### src/rtl/servant_ram_arbiter.sv
// rtl/servant_ram_arbiter.sv - two-master (ibus/dbus) RAM arbiter; define SERVANT_ARB_TIMEOUT_EN for grant timeout
module servant_ram_arbiter #(
    parameter int aw      = 8,
    parameter int TIMEOUT = 15
) (
    input  logic          i_wb_clk,
    input  logic          i_wb_rst,
    input  logic [31:0]   i_ibus_adr,
    input  logic          i_ibus_cyc,
    output logic [31:0]   o_ibus_rdt,
    output logic          o_ibus_ack,
    input  logic [31:0]   i_dbus_adr,
    input  logic [31:0]   i_dbus_dat,
    input  logic [3:0]    i_dbus_sel,
    input  logic          i_dbus_we,
    input  logic          i_dbus_cyc,
    output logic [31:0]   o_dbus_rdt,
    output logic          o_dbus_ack,
    output logic [aw-3:0] o_ram_adr,
    output logic [31:0]   o_ram_dat,
    output logic [3:0]    o_ram_sel,
    output logic          o_ram_we,
    output logic          o_ram_cyc,
    input  logic [31:0]   i_ram_rdt,
    input  logic          i_ram_ack,
    output logic          o_timeout
);

    typedef enum logic [1:0] {
        IDLE  = 2'd0,
        GNT_I = 2'd1,
        GNT_D = 2'd2
    } state_t;

    state_t state;
    state_t state_nxt;
    logic   last_grant;
    logic   ibus_live;
    logic   dbus_live;
    logic   timeout_hit;
    logic   term_ack;

    // A grant only counts as live while its master still holds cyc
    assign ibus_live = (state == GNT_I) && i_ibus_cyc;
    assign dbus_live = (state == GNT_D) && i_dbus_cyc;

`ifdef SERVANT_ARB_TIMEOUT_EN
    logic [7:0] count;

    // Cycles spent in a grant without a RAM ack; restarts from zero in IDLE
    always_ff @(posedge i_wb_clk) begin
        if (i_wb_rst) begin
            count <= 8'd0;
        end else if (state == IDLE) begin
            count <= 8'd0;
        end else if (!i_ram_ack) begin
            count <= count + 8'd1;
        end
    end

    // A real ack on the last allowed cycle wins over the forced termination
    assign timeout_hit = (ibus_live || dbus_live) && !i_ram_ack
                         && (count == 8'(TIMEOUT - 1));
`else
    logic unused_timeout;
    assign unused_timeout = &{1'b0, 8'(TIMEOUT)};
    assign timeout_hit    = 1'b0;
`endif

    assign term_ack  = i_ram_ack || timeout_hit;
    assign o_timeout = timeout_hit && !i_wb_rst;

    // Acks go only to the live granted master and never during reset
    assign o_ibus_ack = ibus_live && term_ack && !i_wb_rst;
    assign o_dbus_ack = dbus_live && term_ack && !i_wb_rst;

    // Read data passes through except on a forced termination, which returns zero
    assign o_ibus_rdt = (ibus_live && timeout_hit) ? 32'h0 : i_ram_rdt;
    assign o_dbus_rdt = (dbus_live && timeout_hit) ? 32'h0 : i_ram_rdt;

    // RAM cycle drops on reset and on the timeout cycle so no access completes
    assign o_ram_cyc = (ibus_live || dbus_live) && !timeout_hit && !i_wb_rst;

    // RAM request mux: dbus only when granted, otherwise a full-word ibus read
    always_comb begin
        o_ram_adr = i_ibus_adr[aw-1:2];
        o_ram_dat = 32'h0;
        o_ram_sel = 4'hF;
        o_ram_we  = 1'b0;
        if (state == GNT_D) begin
            o_ram_adr = i_dbus_adr[aw-1:2];
            o_ram_dat = i_dbus_dat;
            o_ram_sel = i_dbus_sel;
            o_ram_we  = i_dbus_we;
        end
    end

    // Next-state: round-robin on a tie, leave a grant on ack, timeout or abort
    always_comb begin
        state_nxt = state;
        case (state)
            IDLE: begin
                if (i_ibus_cyc && i_dbus_cyc) begin
                    state_nxt = last_grant ? GNT_I : GNT_D;
                end else if (i_ibus_cyc) begin
                    state_nxt = GNT_I;
                end else if (i_dbus_cyc) begin
                    state_nxt = GNT_D;
                end
            end
            GNT_I: begin
                if (!i_ibus_cyc || term_ack) begin
                    state_nxt = IDLE;
                end
            end
            GNT_D: begin
                if (!i_dbus_cyc || term_ack) begin
                    state_nxt = IDLE;
                end
            end
            default: state_nxt = IDLE;
        endcase
    end

    // State register and record of which master was granted last
    always_ff @(posedge i_wb_clk) begin
        if (i_wb_rst) begin
            state      <= IDLE;
            last_grant <= 1'b0;
        end else begin
            state <= state_nxt;
            if (state == IDLE && state_nxt == GNT_I) begin
                last_grant <= 1'b0;
            end else if (state == IDLE && state_nxt == GNT_D) begin
                last_grant <= 1'b1;
            end
        end
    end

    logic unused;
    assign unused = &{1'b0, i_ibus_adr[31:aw], i_ibus_adr[1:0],
                      i_dbus_adr[31:aw], i_dbus_adr[1:0]};

endmodule

### config.mk
export PLATFORM = sky130hd
export DESIGN_NAME = servant_ram_arbiter
export DESIGN_NICKNAME = d
export VERILOG_FILES = /design/src/rtl/servant_ram_arbiter.sv
export SDC_FILE = /design/constraint.sdc
export NUM_CORES = 1
export LEC_CHECK = 0
export CORE_AREA = 2 2 98 100
export DETAILED_ROUTE_END_ITERATION = 7
export DIE_AREA = 0 0 100 102
export DONT_BUFFER_PORTS = 1
export GPL_TIMING_DRIVEN = 1
export PLACE_DENSITY_LB_ADDON = 0.12
export RECOVER_POWER = 100
export SLEW_MARGIN = 20
export SYNTH_ARGS = -nofsm -noshare
export SYNTH_HDL_FRONTEND = slang
export SYNTH_SLANG_ARGS = --single-unit
### constraint.sdc
create_clock -name i_wb_clk -period 2.4 [get_ports i_wb_clk]
set_input_delay 0.24 -clock i_wb_clk [delete_from_list [all_inputs] [get_ports i_wb_clk]]
set_output_delay 0.24 -clock i_wb_clk [all_outputs]
set_load 0.02 [all_outputs]
### Yosys cells after proc, flatten, opt, wreduce, memory -nomap -nowiden

Index checks and enable logic that the tools add are counted.

| cells by class | value |
|---|---|
| eq/ne operators | 4 |
| mux-type cells | 11 |
| reduce and logical (&&, ||, !) cells | 18 |

Operator list:

| operator | count |
|---|---|
| $mux W32 | 1 |
| $mux W2 | 6 |
| $logic_and A1 B1 Y1 | 10 |
| $mux W6 | 1 |
| $pmux W2 S3 | 1 |
| $eq A2 B1 Y1 const B | 2 |
| $eq A2 B2 Y1 const B | 2 |
| $mux W4 | 1 |
| $logic_not A1 Y1 | 3 |
| $logic_or A1 B1 Y1 | 3 |
| $logic_not A2 Y1 | 1 |
| $reduce_or A2 Y1 | 1 |
| $mux W1 | 1 |

| storage, ports and cells | value |
|---|---|
| word-level logic and storage cells | 35 |
| output and inout bits | 111 |
| bits of input ports | 138 |
| register bits after elaboration | 3 |

### Logic depth before layout (Yosys ltp)

| depth | value |
|---|---|
| word-level depth | 7 |
| depth in mapped cells | 4 |
| depth with buffers taken out | 2 |

### Worst setup path before layout

No wires, ideal clock.

| timing path | value |
|---|---|
| path type | reg-to-output |
| start point | reg state[1] |
| end point | out o_ram_dat[10] |
| cell stages (with the launch flop) | 5 |
| data required time | 2.160 ns |
| buffers on the path | 2 |
| path slack | 1.069 ns |
| arrival | 1.091 ns |
| path through | dfxtp_1 -> nor2b_2 -> buf_6 -> clkbuf_1 -> and2_1 |

| between the ends | value |
|---|---|
| word-level cells in the longest chain between the ends | 2 |

RTL lines:

| element | RTL line | text |
|---|---|---|
| start: declaration | 35 | `state_t state;` |
| start signal: assignment | 131 | `state <= state_nxt;` |
| $eq A2 B2 Y1 | 90 | `if (state == GNT_D) begin` |
| $mux W32 | 90 |  |
| end: declaration | 20 | `output logic [31:0] o_ram_dat,` |

Every way passes these cells.

### Worst setup path after layout

| timing path | value |
|---|---|
| start point | reg state[1] |
| end point | out o_ram_adr[1] |

| between the ends | value |
|---|---|
| word-level cells in the longest chain between the ends | 2 |

RTL lines:

| element | RTL line | text |
|---|---|---|
| $eq A2 B2 Y1 | 90 |  |
| $mux W6 | 90 |  |
| end: declaration | 19 | `output logic [aw-3:0] o_ram_adr,` |

Every way passes these cells.

==> results.md <==
* Pwr dens at 458 nW/um^2
* Sink Count at 3
* Starting Density at 11.2%
* Setup tns final at 0 ns
* Crit-path leading delay family: multiplexers
* Drt pass-1 iters at 3
* Synth cell count leaders: 65 x buf_4, 33 x and2_1, 4 x mux2_2, 4 x nand2b_1
* Post-Route WL at between 2000 and 2500 um
* H-tree depth at 1
* Worst hold slack at 0.108 ns
* Gpl congestion at 0.638
* Top cell type by total area after synthesis: buf_4
* Top post-synthesis cells by area: buf_4 48%, and2_1 20%, dfxtp_1 5.9%, mux2_2 4.4%, mux2_4 2.9%
* Cts hold-fix bufs at 0
* Layout cell share with drive strength beyond 1 at approximately an eighth
* Min-Delay Endpoint: last_grant$_SDFFE_PP0P_
* Worst path arrival time at ~1.8 ns
* Vias in the first global route at 473
* Layer with the highest usage: met2
* Postcts setup bufs at 0
* Reg-to-reg setup timing slack at about 1.3 ns
* Final Max Slew Viols at 0
* Hold Crit Class: in2reg
* Avg Inst Size Synth at ~7.6 um^2
* Final setup fails at 0
* Critical R2R Launch: state[0]$_SDFF_PP0_
* CTS clk-pin slew, worst paths at about 0.03 ns
* Fraction of the yosys area taken by sequential cells at between 5 and 6%
* Residual DRC at 0
* Yosys reg bits at 3
* Core area at between 9000 and 10,000 um^2
* Syn Inst Count at approximately 130
* Status: finished clean
* Hold-critical path depth at 1
* Row cnt at 35
* Slew @ Worst Pin at approximately 0.5 ns
* Fmax achieved at roughly 500 MHz
* First-pass GRT wire length at 2370 um
* Required @ worst endpoint at 2.16 ns
* Die W at 100 um
* Post-synthesis cell type count at 21
* Met3 global-route usage at less than 1%
* Yosys Warn Count at 0
* Final Hold Vio Count at 0
* Cts bufs inserted at 3
* PortBufs at 0
* Synth async-reset ratio at 0%
* Total GRT Usage at approximately 3.1%
* # diodes at 0
* # IOs at roughly 250
* Clock skew at approximately 0.0020 ns
* Slowest Stage Delay on Critical Path at approximately 0.48 ns
* Final period util at 83.3%
* Antenna violations before repair at 0
* Post-Synthesis Cell Area at slightly above 1000 um^2
* Max Cap Violations at 0
* CP startpoint kind: flip-flop
* R2r worst-path depth at 2
* # fillers at ~1,100
* Worst Setup Path Type: reg2out
* CTS tree: yes
* Pleak at ~0.22 nW
* Worst R2R End: last_grant$_SDFFE_PP0P_
* GRT met2 Usage at under 10%
* Number of vias per cell at a little under 3
* Aggregate global routing overflow at 0
* Reg area at 60.1 um^2
* Period minus WS final at ~2.0 ns
* RSZ-0062 raised after global routing: no
* Resize count post-CTS at 0
* Endpoint class of the critical path: primary output
* Post-DRT Antenna Nets at 0
* Top_reg_cell synth: dfxtp_1
* Crit path cell chain: nor2b_2, clkbuf_2, mux2_2
* Clk Latency, worst-skew pair at about 0.21 ns
* DIE HEIGHT at around 100 um
* Max clock buf depth at 2
* DIE AREA at 10,200 um^2
* Post-synth EDFFs at 0
* Root buf cell: clkbuf_8
* Nets at ~210
* Detailed placer's ending HPWL at roughly 1700 um
* Worst Path Buf+Inv at 1
* Most frequent cell after synthesis: buf_4
* Area of the multi-input gates at 414 um^2
* DR WL/cell at approximately 11 um
* Slowest CP cell: mux2_2
* Crit-path max FO at 30
* Hold wc startpoint: i_wb_rst
* Post-synth top area share at around 48%
* Slew HR at between 60 and 70%
* Syn Nets at 272
* Largest net degree at the start of global routing at 31
* Vias at around 550
* Met1 usage in global routing at under 10%
* Max IR drop VDD at around 0.098 mV
* Syn-to-layout area delta at -31.7%
* Iteration-0 DRC Markers at 11
[per-layer routing]
layer / vias up / part of all wire (%)
met5: - / 0
met3: 24 / 15
met1: 219 / 28
met4: 0 / 6.6
met2: 75 / 51
li1: 230 / -
[registers in the layout, summed over array words and instances (netlist names)]
name / count
last_grant: 1
state: 2
[how the worst max path moves through the flow]
stage / startpoint / end / slack [ns] / cells past startpoint
6_report: state[1]$_SDFF_PP0_ / o_ram_adr[1] / 0.40 / 3
2_1_floorplan: state[1]$_SDFF_PP0_ / o_ram_dat[10] / 1.07 / 4
5_1_grt: state[1]$_SDFF_PP0_ / o_ram_adr[1] / 0.24 / 3
3_5_place_dp: state[1]$_SDFF_PP0_ / o_ram_adr[1] / 0.75 / 3
3_3_place_gp: state[1]$_SDFF_PP0_ / o_ram_adr[1] / 0.80 / 3
4_1_cts: state[1]$_SDFF_PP0_ / o_ram_adr[1] / 0.51 / 3
[per-stage QoR]
stage	power (mW)	setup WS (ns)	utilization, %	instance area, um^2	cells
after floorplan	0.330	1.07	-	1020	134
final	0.319	0.401	7.65	697	185
after global routing	0.340	0.238	7.65	697	185
after global placement	0.189	0.799	7.46	679	181
after detailed placement	0.187	0.748	7.46	679	181
after CTS	0.337	0.514	7.95	724	185
[where the power goes]
| part | total, mW | leakage, nW | switching (mW) | internal, mW |
|---|---|---|---|---|
| logic | 0.115 | 0.175 | 0.0824 | 0.0322 |
| registers | 0.0594 | 0.0248 | 0.00504 | 0.0543 |
| clock network | 0.145 | 0.0228 | 0.0318 | 0.113 |
[cells by family after synthesis]
kind of cell | Yosys count | share of synthesized area, %
muxes | 6 | 7.35
buffers and inverters | 72 | 52.2
other | 1 | 0.367
DFF | 3 | 5.88
AOI/OAI and AO/OA | 5 | 4.29
and+or+nand+nor | 47 | 29.9
[placed cells by master (no fill, tap or decap), types with 3 or more instances in the layout]
master	count
dfxtp_1	3
and2_0	27
and2_1	6
mux2_1	4
nand2b_1	4
clkbuf_1	4
clkbuf_8	3
[cell type report]
| class | instances | share of cell area, % |
|---|---|---|
| multi-input cells | 59 | 59.4 |
| well taps | 111 | 19.9 |
| flip-flops and latches | 3 | 8.62 |
| clock buffers | 4 | 6.46 |
| repair buffers | 6 | 4.49 |
| inverters | 2 | 1.08 |
Note: power is estimated with default switching activity, not from simulation.
